--- src/rtl/mem_access_pkg.sv ---
// Shared types and constants for the MEM-stage byte-serial access sequencer.
package mem_access_pkg;

  typedef enum logic [1:0] {
    IDLE,
    ACCESS,
    GAP,
    RESP
  } state_t;

  localparam int unsigned BYTES_PER_WORD = 4;
  localparam int unsigned KERNEL_BASE    = 0;
  localparam int unsigned IMAGE_BASE     = 100;
  localparam int unsigned IMAGE_SIZE     = 2500;

endpackage

--- src/rtl/mem_access_unit.sv ---
// MEM-stage access sequencer: splits a byte/word load or store into single-byte
// accesses to an edge-triggered byte memory, one enable pulse per byte with an
// idle GAP cycle between pulses. Holds the pipeline via busy until done.
// Optional access-fault check (alignment / range) enabled by MEM_ACCESS_FAULT_EN.
module mem_access_unit
  import mem_access_pkg::*;
#(
  parameter int N          = 32,
  parameter int DATA_WIDTH = 8,
  parameter int MEM_DEPTH  = 8192
) (
  input  logic         clk,
  input  logic         rst,
  input  logic         req_valid,
  output logic         req_ready,
  input  logic         req_write,
  input  logic         req_byte,
  input  logic [N-1:0] req_addr,
  input  logic [N-1:0] req_wdata,
  output logic         busy,
  output logic         resp_valid,
  output logic [N-1:0] resp_rdata,
  output logic         resp_fault,
  output logic [N-1:0] mem_addr,
  output logic [N-1:0] mem_wdata,
  input  logic [N-1:0] mem_rdata,
  output logic         mem_read_en,
  output logic         mem_write_en
);

  state_t       state_q, state_d;
  logic         write_q, write_d;
  logic         byte_q, byte_d;
  logic [N-1:0] addr_q, addr_d;
  logic [N-1:0] wdata_q, wdata_d;
  logic [1:0]   idx_q, idx_d;
  logic [1:0]   last_q, last_d;
  logic [N-1:0] buf_q, buf_d;
  logic [N-1:0] mem_addr_d, mem_wdata_d, resp_rdata_d;
  logic         read_en_d, write_en_d, resp_valid_d;
  logic         fault_q, fault_d;
  logic         acc_fault;
  logic         unused_bits;

`ifdef MEM_ACCESS_FAULT_EN
  // Fault check on the incoming request: unaligned word or last byte past the end
  always_comb begin
    acc_fault = (!req_byte && (req_addr[1:0] != 2'b00)) ||
                (({1'b0, req_addr} + (N+1)'(req_byte ? 0 : BYTES_PER_WORD - 1))
                 >= (N+1)'(MEM_DEPTH));
  end
  assign unused_bits = &{1'b0, mem_rdata[N-1:DATA_WIDTH]};
`else
  assign acc_fault   = 1'b0;
  assign unused_bits = &{1'b0, mem_rdata[N-1:DATA_WIDTH], (MEM_DEPTH > 0)};
`endif

  assign busy       = (state_q != IDLE);
  assign req_ready  = (state_q == IDLE);
  assign resp_fault = fault_q;

  // Next-state and next-output logic; outputs are derived from the next state
  // so that every memory/response signal leaves the unit straight from a flop.
  always_comb begin
    state_d      = state_q;
    write_d      = write_q;
    byte_d       = byte_q;
    addr_d       = addr_q;
    wdata_d      = wdata_q;
    idx_d        = idx_q;
    last_d       = last_q;
    buf_d        = buf_q;
    mem_addr_d   = mem_addr;
    mem_wdata_d  = mem_wdata;
    resp_rdata_d = resp_rdata;
    read_en_d    = 1'b0;
    write_en_d   = 1'b0;
    fault_d      = 1'b0;

    case (state_q)
      IDLE: begin
        if (req_valid) begin
          write_d = req_write;
          byte_d  = req_byte;
          addr_d  = req_addr;
          wdata_d = req_wdata;
          last_d  = req_byte ? 2'd0 : 2'(BYTES_PER_WORD - 1);
          idx_d   = '0;
          buf_d   = '0;
          if (acc_fault) begin
            state_d = RESP;
            fault_d = 1'b1;
          end else begin
            state_d = ACCESS;
          end
        end
      end
      ACCESS: state_d = GAP;
      GAP: begin
        if (!write_q)
          buf_d[32'(idx_q) * DATA_WIDTH +: DATA_WIDTH] = mem_rdata[DATA_WIDTH-1:0];
        if (idx_q == last_q) begin
          state_d = RESP;
        end else begin
          idx_d   = idx_q + 2'd1;
          state_d = ACCESS;
        end
      end
      RESP:    state_d = IDLE;
      default: state_d = IDLE;
    endcase

    // Entering ACCESS (from IDLE or GAP) launches one byte access.
    if (state_d == ACCESS) begin
      mem_addr_d = addr_d + N'(idx_d);
      if (write_d) begin
        mem_wdata_d = N'(wdata_d[32'(idx_d) * DATA_WIDTH +: DATA_WIDTH]);
        write_en_d  = 1'b1;
      end else begin
        read_en_d = 1'b1;
      end
    end

    resp_valid_d = (state_d == RESP);
    if (state_d == RESP)
      resp_rdata_d = write_d ? '0 : buf_d;
  end

  // State and registered outputs, synchronous active-low reset
  always_ff @(posedge clk) begin
    if (!rst) begin
      state_q      <= IDLE;
      write_q      <= 1'b0;
      byte_q       <= 1'b0;
      addr_q       <= '0;
      wdata_q      <= '0;
      idx_q        <= '0;
      last_q       <= '0;
      buf_q        <= '0;
      mem_addr     <= '0;
      mem_wdata    <= '0;
      mem_read_en  <= 1'b0;
      mem_write_en <= 1'b0;
      resp_valid   <= 1'b0;
      resp_rdata   <= '0;
      fault_q      <= 1'b0;
    end else begin
      state_q      <= state_d;
      write_q      <= write_d;
      byte_q       <= byte_d;
      addr_q       <= addr_d;
      wdata_q      <= wdata_d;
      idx_q        <= idx_d;
      last_q       <= last_d;
      buf_q        <= buf_d;
      mem_addr     <= mem_addr_d;
      mem_wdata    <= mem_wdata_d;
      mem_read_en  <= read_en_d;
      mem_write_en <= write_en_d;
      resp_valid   <= resp_valid_d;
      resp_rdata   <= resp_rdata_d;
      fault_q      <= fault_d;
    end
  end

endmodule
--- config.mk ---
export PLATFORM = sky130hd
export DESIGN_NAME = mem_access_unit
export DESIGN_NICKNAME = d
export VERILOG_FILES = /design/src/rtl/mem_access_pkg.sv /design/src/rtl/mem_access_unit.sv
export SDC_FILE = /design/constraint.sdc
export NUM_CORES = 1
export LEC_CHECK = 0
export CORE_UTILIZATION = 49
export DETAILED_ROUTE_END_ITERATION = 8
export PLACE_DENSITY = 0.89
export SLEW_MARGIN = 25
export SYNTH_ARGS = -nofsm -noshare
export SYNTH_HDL_FRONTEND = slang
export SYNTH_SLANG_ARGS = --single-unit
--- constraint.sdc ---
create_clock -name clk -period 4.7 [get_ports clk]
set_input_delay 0.47 -clock clk [delete_from_list [all_inputs] [get_ports clk]]
set_output_delay 0.47 -clock clk [all_outputs]
set_load 0.1 [all_outputs]
* Yosys cells after proc, flatten, opt, wreduce, memory -nomap -nowiden
Cells that the tools add are included. W data, S select, Z words.
Storage, ports and cells: output and inout port bits 102, flip-flop bits (word level) 178, input bits 101
Operators by class: add/subtract/negate cells 3, shifts and indexed selects 3, mux-type cells 20, equality and inequality tests 6, reduce and logical (&&, ||, !) cells 5
Operators with widths (count):
- $mux W32 | 7
- $pmux W32 S2 | 1
- $neg A5 Y34 | 1
- $shift A8 B34 Y32 const A | 1
- $shiftx A8 B34 Y32 | 1
- $add A32 B2 Y32 | 1
- $bwmux W32 | 1
- $shiftx A32 B6 Y8 | 1
- $mux W2 | 5
- $pmux W2 S4 | 1
- $eq A2 B2 Y1 const B | 3
- $reduce_and A2 Y1 | 3
- $eq A2 B1 Y1 const B | 2
- $mux W1 | 4
- $pmux W2 S2 | 1
- $add A2 B1 Y2 const B | 1
- $eq A2 B2 Y1 | 1
- $logic_not A2 Y1 | 1
- $reduce_bool A2 Y1 | 1

* Longest topological paths before layout
Gate-level depths: netlist of the first run.
depth after elaboration 6, mapped depth 16, mapped depth without buffers 12

* Worst setup path before layout of the first run
No wires, ideal clock.
path kind input -> register, from input port req_valid, to register mem_addr[20], slack 0.951 ns, path buffers 5, stages on the path 16, arrival time 3.626 ns, setup time 0.124 ns, data required time 4.576 ns, path through nor3b_2 buf_4 buf_4 buf_4 buf_2 nand2_1 nand2_1 ha_1 inv_1 fa_1 clkbuf_1 nor2b_1 nand4_1 a222oi_1 mux2i_1 nand3_1
On the way: word-level cells in the longest chain between the ends 3, elaborated cells between the ends (all ways) 8, classes of those cells 1 x add/sub; 1 x eq/ne; 6 x mux
RTL lines:
- from (decl) | RTL line mem_access_unit.sv:14 | input logic req_valid,
- $mux W32 | RTL line mem_access_unit.sv:82 | if (req_valid) begin
- $mux W32 | RTL line mem_access_unit.sv:80 | case (state_q)
- net addr_d[0] | RTL line mem_access_unit.sv:34 | logic [N-1:0] addr_q, addr_d;
- $add A32 B2 Y32 | RTL line mem_access_unit.sv:115 | mem_addr_d = addr_d + N'(idx_d);
- to (signal assigned) | RTL line mem_access_unit.sv:156 | mem_addr <= mem_addr_d;
- to (decl) | RTL line mem_access_unit.sv:24 | output logic [N-1:0] mem_addr,
The timed path passes the listed nets, and every way through them passes these cells. A chain may end at the register's enable or synchronous reset.

* Worst setup path after layout of the first run
from register idx_q[0], to register mem_addr[28]
On the way: word-level cells in the longest chain between the ends 4, elaborated cells between the ends (all ways) 9, classes of those cells 2 x add/sub; 2 x eq/ne; 5 x mux
RTL lines:
- from (decl) | RTL line mem_access_unit.sv:36 | logic [1:0] idx_q, idx_d;
- from (signal assigned) | RTL line mem_access_unit.sv:153 | idx_q <= idx_d;
- $add A2 B1 Y2 / $eq A2 B2 Y1 (equally long branches) | RTL line mem_access_unit.sv:105, mem_access_unit.sv:102
- $mux W2 | RTL line mem_access_unit.sv:102 | if (idx_q == last_q) begin
- $pmux W2 S2 / $pmux W2 S4 (equally long branches) | RTL line mem_access_unit.sv:80
- $add A32 B2 Y32 / $eq A2 B1 Y1 (equally long branches) | RTL line mem_access_unit.sv:115, mem_access_unit.sv:114
Parallel ways exist; a longest one is shown, timed or not.

==> impl_metrics.json, run 1 <==
{
  "r2r_slack_ps": 880,
  "setup_viol": 0,
  "final_area_um2": 10100,
  "hold_viol": 0,
  "tightest_slew_ps": 1030,
  "maxCapViolCount": 0,
  "setup_tns_ps": 0,
  "end_kind": "flop",
  "max_slew_margin_pct": 31.3,
  "routabilityCongestion": 0.890,
  "die_h_um": 130,
  "fp.dieW_um": 130,
  "finClkSkew_ps": 9.57,
  "wirelength_um": 21200,
  "ys_warn_count": 0,
  "areaGrowthSynthToFinish_pct": 27.0,
  "crit_type": "reg2reg",
  "rows": 46,
  "period_minus_slack_ps": 3820,
  "crit_path_max_fanout": 13,
  "cts_resized": 0,
  "critical_path.startpoint_type": "flop",
  "powerDensity_nw_per_um2": 383,
  "ant_nets": 0,
  "syn_area_um2": 7980,
  "synth_area_per_cell_um2": 9.31,
  "detail_route.wl_per_cell_um": 17.4,
  "finalPower_mw": 3.88,
  "timing.fmax_ghz": 0.262,
  "drtPass1Iterations": 8,
  "drc": 0,
  "cts_buffers": 17,
  "placed_cell_area_um2": 9560,
  "place_hpwl_um": 14300,
  "initial_core_util_pct": 50.3,
  "ctsHoldBuffers": 0,
  "cp.required_ps": 5070,
  "core_region_area_um2": 15900,
  "portBuffers": 153,
  "syn_inst": 858,
  "dieArea_um2": 16800,
  "n_antenna_cell": 0,
  "min_from": "mem_addr[4]",
  "seq_area_frac_synth_pct": 44.4,
  "outcome": "complete, no violations",
  "cp-startpoint": "idx_q[0]",
  "worst_slack_ps": 876,
  "via_count": 7120,
  "drt_iter0_markers": 614,
  "cts.path.max_buffers": 2,
  "power.leakage_nw": 3.85,
  "synth_edf_count": 0,
  "post-place-cells": 1184,
  "grt_first_pass_wirelength_um": 33600,
  "track_usage_pct": 25.6,
  "grt_antenna_before_repair": 0,
  "async_reset_ff_share_pct": 0,
  "drive_gt1_share_pct": 7.00,
  "clkSlewWorstSetupHoldPaths_ps": 70,
  "peakVddDrop_mv": 0.312,
  "hp-class": "reg2reg",
  "clock-root-buffer": "clkbuf_16",
  "final_cell_count_no_fill": 1216,
  "grt_pass1_vias": 6738,
  "grt_max_degree": 70,
  "cts_num_sinks": 177,
  "grt_overflow_total": 0,
  "vias_per_cell": 5.86,
  "rsz0062_at_grt": "false",
  "fin_crit_sh_pct": 81.4,
  "synthFlopType": "dfxtp_1",
  "maxSlewViolCount": 0,
  "ys_types": 73,
  "n_fill_cell": 1262,
  "pre_cts_ws_ps": 661,
  "arrival_ps": 4190,
  "boundaryPins": 203,
  "cts_htree_levels": 4,
  "synth_seq_cells": 177,
  "cts_tree": "yes",
  "final_nets": 1096,
  "r2r-start": "idx_q[0]",
  "clk_latency_ps": 430,
  "post_cts_buffers": 0
}
-- worst paths after layout --
kind,end,cells past startpoint
worst max-delay path,mem_addr[28],11
worst min-delay path,mem_addr[4],2
worst max register to register,mem_addr[28],11
worst min register to register,mem_addr[4],2
-- registers in the layout (all words and copies together) (netlist names) --
register,flops
addr_q,32
buf_q,32
mem_addr,32
resp_rdata,32
wdata_q,32
mem_wdata,8
idx_q,2
state_q,2
last_q,1
mem_read_en,1
mem_write_en,1
resp_valid,1
write_q,1
-- cells by family after synthesis --
group                    share of synthesized area [%]
AND/OR/NAND/NOR                                   20.2
AO/OA/AOI/OAI                                     16.6
multiplexers                                      10.9
XOR/XNOR                                         0.329
buffers and inverters                             6.05
other                                           0.0470
adder cells (fa/ha/maj)                           1.47
flip-flops                                        44.4
-- power by group --
part	leakage, nW	internal, mW	switching (mW)
registers	1.44	1.58	0.0482
logic	2.12	0.246	0.618
clock network	0.285	0.754	0.639
-- critical path, cell delays in order, from the launching register on --
cell	delay, ps
dfxtp_1	570
inv_1	210
ha_1	410
a21oi_1	50
o21ai_0	180
a22oi_1	150
fa_1	620
nor2b_1	220
nand4_1	270
a22o_1	430
or4_1	540
nand3_1	80
-- final cells by class --
cell class                 instances  area [um2]  area share [%]
inverter                          12        46.3           0.457
multi-input combinational        611        4060            40.1
tap                              216         270            2.67
clock buffer                      19         433            4.27
timing repair buffer             168        1640            16.2
clock inverter                    13         141            1.39
sequential                       177        3540            35.0
-- cells in the mapped netlist (4+ instances only) --
| master | number | share of area (%) |
|---|---|---|
| nand3_1 | 41 | 2.6 |
| nand4_1 | 18 | 1.4 |
| o31a_1 | 5 | 0.55 |
| ha_1 | 7 | 1.1 |
| o211ai_1 | 12 | 1.1 |
| a21o_1 | 5 | 0.47 |
| a21oi_1 | 24 | 1.5 |
| and3_1 | 12 | 0.94 |
| o21ai_0 | 18 | 1.1 |
| dfxtp_1 | 177 | 44 |
| a31oi_1 | 5 | 0.39 |
| a211oi_1 | 4 | 0.38 |
| nor4_1 | 5 | 0.39 |
| nor2_1 | 122 | 5.7 |
| nor3b_1 | 4 | 0.38 |
| nor3_1 | 14 | 0.88 |
| and2_1 | 13 | 1.0 |
| mux2i_1 | 64 | 8.0 |
| nor4b_1 | 5 | 0.55 |
| a32oi_1 | 4 | 0.44 |
| buf_2 | 8 | 0.50 |
| inv_1 | 12 | 0.56 |
| nand2_1 | 36 | 1.7 |
| o31ai_1 | 5 | 0.47 |
| nor2b_1 | 5 | 0.39 |
| a211o_1 | 4 | 0.44 |
| buf_4 | 32 | 3.0 |
| mux4_2 | 8 | 2.3 |
| or4_1 | 8 | 0.75 |
| clkbuf_1 | 39 | 1.8 |
| a22oi_1 | 37 | 3.5 |
| a22o_1 | 31 | 3.4 |
| or3_1 | 8 | 0.63 |
| and4_1 | 9 | 0.99 |
| o21ai_1 | 4 | 0.25 |
-- stage by stage --
step / hold WS [ps] / utilization (%)
after floorplan: 444 / -
after global placement: 442 / 60.2
after detailed placement: 447 / 60.2
after CTS: 456 / 63.8
after global routing: 482 / 63.8
final: 456 / 63.8
-- cells in the final DEF (no fill, tap or decap), types with 7 or more instances in the layout --
cell type,netlist,routed
and3_1,12,12
buf_4,32,15
mux2i_1,64,64
o211ai_1,12,12
clkdlybuf4s50_1,0,152
nor3_1,14,14
nor2_1,122,120
or4_1,8,8
mux4_2,8,8
and4_1,9,9
and2_1,13,13
or3_1,8,8
a22oi_1,37,37
conb_1,1,25
clkbuf_16,0,17
inv_1,12,11
nand3_1,41,41
nand2_1,36,36
a21oi_1,24,24
dfxtp_1,177,177
a22o_1,31,31
ha_1,7,7
nand4_1,18,18
o21ai_0,18,18
-- layer usage --
| layer | vias up | global-route usage, % | share of wire (%) |
|---|---|---|---|
| li1 | 3361 | - | - |
| met1 | 3428 | 31.7 | 41 |
| met2 | 287 | 43.1 | 50 |
| met3 | 44 | 5.95 | 6.7 |
| met4 | 0 | 10.3 | 2.2 |
| met5 | - | 0 | 0 |
Power figures use the tool's default switching activity.
==> inputs of run 2 (changes only) <==
- CORE_UTILIZATION: 49 -> 45
- PLACE_DENSITY: 0.89 -> 0.86
- clock period: 4.7 -> 3.5 ns (I/O delays scaled with it)
==> run 2 against run 1 <==
Effect of this change:
- sequential share of layout area is 0.25 points lower
- highest routed layer unchanged
- critical path type unchanged
- combinational power up 35%
- die area is 8.8% higher
==> impl_metrics.json, run 2 (same netlist as run 1, synthesis figures left out) <==
{
  "outcome": "complete, no violations",
  "initial_core_util_pct": 46.2,
  "most-common-layout-cells": "177 x dfxtp_1, 150 x clkdlybuf4s50_1, 120 x nor2_1, 64 x mux2i_1, 41 x nand3_1",
  "n_antenna_cell": 0,
  "grt_overflow_total": 0,
  "cts_resized": 0,
  "setup_tns_ps": 0,
  "drt_iter0_markers": 636,
  "via_count": 7146,
  "die_h_um": 135,
  "r2r_slack_ps": 340,
  "r2r-start": "idx_q[0]",
  "min_from": "rst",
  "ctsHoldBuffers": 0,
  "routabilityCongestion": 0.883,
  "mostFrequentLayoutCell": "dfxtp_1",
  "portBuffers": 153,
  "utilization_pct": 59.0,
  "core_region_area_um2": 17300,
  "peakVddDrop_mv": 0.394,
  "max_slew_margin_pct": 31.5,
  "maxSlewViolCount": 0,
  "cts_tree": "yes",
  "r2r-end": "mem_addr[28]",
  "post-place-cells": 1201,
  "drc": 0,
  "grt_first_pass_wirelength_um": 33800,
  "timing.fmax_ghz": 0.316,
  "crit_path_max_fanout": 6,
  "cpPeakStageDelay_ps": 540,
  "cts.path.max_buffers": 2,
  "drive_gt1_share_pct": 7.94,
  "hold_end": "mem_wdata[1]",
  "power.leakage_nw": 3.88,
  "ant_nets": 0,
  "rows": 48,
  "fp.dieW_um": 135,
  "end_kind": "flop",
  "dieArea_um2": 18300,
  "place_hpwl_um": 14500,
  "final_cell_count_no_fill": 1232,
  "grt_pass1_vias": 6836,
  "cts_num_sinks": 177,
  "powerDensity_nw_per_um2": 504,
  "maxCapViolCount": 0,
  "min_path_cells": 3,
  "hold_viol": 0,
  "period_minus_slack_ps": 3160,
  "reg2regPathDepth": 11,
  "cp.required_ps": 3860,
  "rsz0062_at_grt": "false",
  "fin_crit_sh_pct": 90.4,
  "detail_route.wl_per_cell_um": 17.2,
  "tightest_slew_ps": 1020,
  "critical_path.startpoint_type": "flop",
  "finalPower_mw": 5.15,
  "cts_buffers": 17,
  "slowest_stage": "or4_1",
  "setup_viol": 0,
  "drtPass1Iterations": 5,
  "track_usage_pct": 23.5,
  "areaGrowthSynthToFinish_pct": 27.9,
  "post_cts_buffers": 0,
  "finClkSkew_ps": 14.6,
  "clk_latency_ps": 430,
  "vias_per_cell": 5.80,
  "cp_cell_sequence": "inv_1 > ha_1 > a21oi_1 > o21ai_0 > a22oi_1 > fa_1 > nor2b_1 > nand4_1 > a22o_1 > or4_1 > nand3_1",
  "final_nets": 1104,
  "crit_type": "reg2reg",
  "clock-root-buffer": "clkbuf_16",
  "cts_htree_levels": 4,
  "arrival_ps": 3530,
  "boundaryPins": 203,
  "grt_antenna_before_repair": 0,
  "wirelength_um": 21200,
  "hp-class": "in2reg",
  "grt_max_degree": 99,
  "clkSlewWorstSetupHoldPaths_ps": 70
}
==> run 2: changes by cell type in the layout (fill, tap and decap cells not counted) <==
cell             change
clkbuf_1             -1
inv_6                -2
clkinv_4             -1
buf_4                +8
buf_12               +2
bufinv_16            -1
clkinvlp_4           +2
clkinv_8             +2
clkdlybuf4s50_1      -2
inv_8                -1
clkinv_2             +1
==> run 2: layout make-up <==
type / instances / area, um2
Clock inverter: 13 / 126
Tap cell: 225 / 282
Fill cell: 1467 / 7090
Sequential cell: 177 / 3540
Inverter: 12 / 46.3
Multi-Input combinational cell: 611 / 4060
Timing Repair Buffer: 176 / 1720
Clock buffer: 18 / 429
==> run 2: per-stage QoR <==
step | instance area [um2] | hold WS (ps) | worst slack (ps)
2_1_floorplan | 8090 | 444 | 33.8
3_3_place_gp | 9650 | 441 | 63.0
3_5_place_dp | 9650 | 448 | -4.63
4_1_cts | 10200 | 376 | 351
5_1_grt | 10200 | 397 | 11.7
6_report | 10200 | 382 | 337
==> run 2: worst max path at each step <==
stage,slack [ps],endpoint,start,depth (start not counted)
3_5_place_dp,-5,mem_wdata[3],req_valid,7
3_3_place_gp,60,mem_addr[28],req_valid,12
4_1_cts,350,mem_addr[28],idx_q[0],11
2_1_floorplan,30,mem_addr[20],state_q[1],16
6_report,340,mem_addr[28],idx_q[0],11
5_1_grt,10,mem_addr[20],idx_q[0],12
==> run 2: worst max-delay path: cells and delay by family (launching register included) <==
| kind | cells | cell delay, ps |
|---|---|---|
| buffers and inverters | 1 | 100 |
| and+or+nand+nor | 4 | 980 |
| AOI/OAI and AO/OA | 4 | 800 |
| DFF | 1 | 320 |
| adders and majority gates | 2 | 920 |
==> run 2: where the power goes <==
group	switching [mW]	total (mW)	internal [mW]
registers	0.0637	2.18	2.12
logic	0.829	1.17	0.336
clock network	0.861	1.80	0.935
==> run 2: layer usage <==
metal  up-vias  wire length, um  GRT usage (%)
met4         0              374           7.87
li1       3376                -              -
met3        46             1610           5.91
met2       335            10400           40.0
met1      3389             8760           28.8
met5         -                0              0
==> inputs of run 3 (changes only) <==
- CELL_PAD_IN_SITES_DETAIL_PLACEMENT: not set -> 1
- CELL_PAD_IN_SITES_GLOBAL_PLACEMENT: not set -> 1
- CORE_UTILIZATION: 45 -> 33
- PLACE_DENSITY: 0.86 -> 0.85
==> run 3 against run 2 <==
Effect of this change:
- routed wire length up 20%
- global-route usage shrank 2.5 points
- sequential power about the same
- final area increased by 2.1%
- critical path type unchanged
- power is 2.8% higher
- combinational power hardly changed
- non-clock buffer count rose by 10
- register-to-register slack got worse by 50 ps
- clock skew down 5.0 ps
==> impl_metrics.json, run 3 (same netlist as run 1, synthesis figures left out) <==
{
  "outcome": "complete, no violations",
  "grt_overflow_total": 0,
  "ctsHoldBuffers": 0,
  "post_cts_buffers": 0,
  "fin_crit_sh_pct": 91.7,
  "fp.dieW_um": 158,
  "r2r-start": "idx_q[0]",
  "ant_nets": 0,
  "cts_buffers": 17,
  "route.met2.wl_um": 12500,
  "initial_core_util_pct": 33.8,
  "vias_per_cell": 5.40,
  "slowest_stage": "or4_1",
  "r2r-end": "mem_addr[28]",
  "setup_tns_ps": 0,
  "grt_antenna_before_repair": 0,
  "timing.fmax_ghz": 0.312,
  "arrival_ps": 3590,
  "crit_type": "reg2reg",
  "n_antenna_cell": 0,
  "powerDensity_nw_per_um2": 507,
  "drc": 0,
  "die_h_um": 158,
  "finClkSkew_ps": 9.56,
  "cp_cell_sequence": "inv_1 > ha_1 > a21oi_1 > o21ai_0 > a22oi_1 > fa_1 > nor2b_1 > nand4_1 > a22o_1 > or4_1 > nand3_1",
  "cts_htree_levels": 4,
  "hold_viol": 0,
  "maxCapViolCount": 0,
  "boundaryPins": 203,
  "rows": 56,
  "min_path_cells": 3,
  "min_from": "rst",
  "worst_slack_ps": 290,
  "grt_pass1_vias": 7450,
  "whs_ps": 374,
  "tightest_slew_ps": 1040,
  "power.leakage_nw": 3.94,
  "maxUsedRoutingLayer": "met4",
  "cts_num_sinks": 177,
  "drive_gt1_share_pct": 8.94,
  "areaGrowthSynthToFinish_pct": 30.6,
  "detail_route.wl_per_cell_um": 19.0,
  "peakVddDrop_mv": 0.340,
  "cts_tree": "yes",
  "finalPower_mw": 5.29,
  "crit_path_max_fanout": 6,
  "wirelength_um": 25400,
  "hp-class": "in2reg",
  "setup_viol": 0,
  "wl_met1_um": 10900,
  "portBuffers": 153,
  "routabilityCongestion": 0.867,
  "dieArea_um2": 24800,
  "cts.path.max_buffers": 2,
  "via_count": 7219,
  "drtPass1Iterations": 5,
  "grt_first_pass_wirelength_um": 40100,
  "final_nets": 1114,
  "maxSlewViolCount": 0,
  "r2r_slack_ps": 290,
  "cts_resized": 0,
  "pre_cts_ws_ps": -74.4,
  "core_region_area_um2": 23600,
  "cpPeakStageDelay_ps": 540,
  "clk_latency_ps": 430,
  "drt_iter0_markers": 327,
  "max_slew_margin_pct": 30.8,
  "cp.required_ps": 3880,
  "hold_end": "mem_wdata[0]",
  "place_hpwl_um": 17700,
  "mostFrequentLayoutCell": "dfxtp_1",
  "critical_path.startpoint_type": "flop",
  "period_minus_slack_ps": 3210,
  "most-common-layout-cells": "177 x dfxtp_1, 150 x clkdlybuf4s50_1, 121 x nor2_1, 64 x mux2i_1, 41 x nand3_1",
  "grt_max_degree": 46,
  "met3WireLength_um": 1530,
  "clkSlewWorstSetupHoldPaths_ps": 80,
  "end_kind": "flop",
  "track_usage_pct": 21.0,
  "reg2regPathDepth": 11,
  "clock-root-buffer": "clkbuf_16",
  "rsz0062_at_grt": "false"
}
==> run 3: cell count changes in the layout (fill, tap and decap cells not counted) <==
cell,previous run,this run
buf_4,23,34
clkinv_8,2,5
buf_12,2,1
clkbuf_1,1,0
clkinv_4,1,0
inv_6,3,2
inv_8,3,4
nor2_1,120,121
nor2_2,2,1
==> run 3: how the worst max path moves through the flow <==
stage / startpoint / to / slack, ps / cells past startpoint
floorplan: state_q[1] / mem_addr[20] / 30 / 16
global placement: req_valid / mem_addr[28] / 50 / 12
detailed placement: req_valid / mem_addr[28] / -70 / 12
CTS: idx_q[0] / mem_addr[28] / 240 / 11
global route: idx_q[0] / mem_addr[20] / 3 / 12
finish: idx_q[0] / mem_addr[28] / 290 / 11
==> run 3: cell type report <==
type / instances / area (um2)
inverter: 12 / 46.3
timing repair buffer: 186 / 1780
tap: 319 / 399
sequential: 177 / 3540
clock inverter: 15 / 169
clock buffer: 17 / 425
multi-input combinational: 611 / 4060
fill: 2679 / 13200
==> run 3: routing by layer <==
metal,vias up,track usage [%]
li1,3395,-
met1,3573,24.9
met2,215,36.6
met3,36,5.34
met4,0,6.66
met5,-,0
==> run 3: where the power goes <==
| group | total, mW | switching [mW] | internal [mW] |
|---|---|---|---|
| registers | 2.18 | 0.0648 | 2.12 |
| logic | 1.20 | 0.859 | 0.344 |
| clock network | 1.90 | 0.944 | 0.959 |
==> run 3: critical path: cells and delay by family, from the launching register on <==
kind            cells  cell delay [ps]
simple gates        4             1050
flops               1              330
compound gates      4              760
buf+inv             1              100
fa+ha+maj           2              910
==> run 3: stage by stage <==
step                utilization [%]  area (um2)  std cells
finish                         44.2       10400       1337
global route                   44.2       10400       1337
CTS                            44.1       10400       1335
detailed placement             41.6        9820       1303
global placement               41.6        9820       1303
floorplan                         -        8090        882
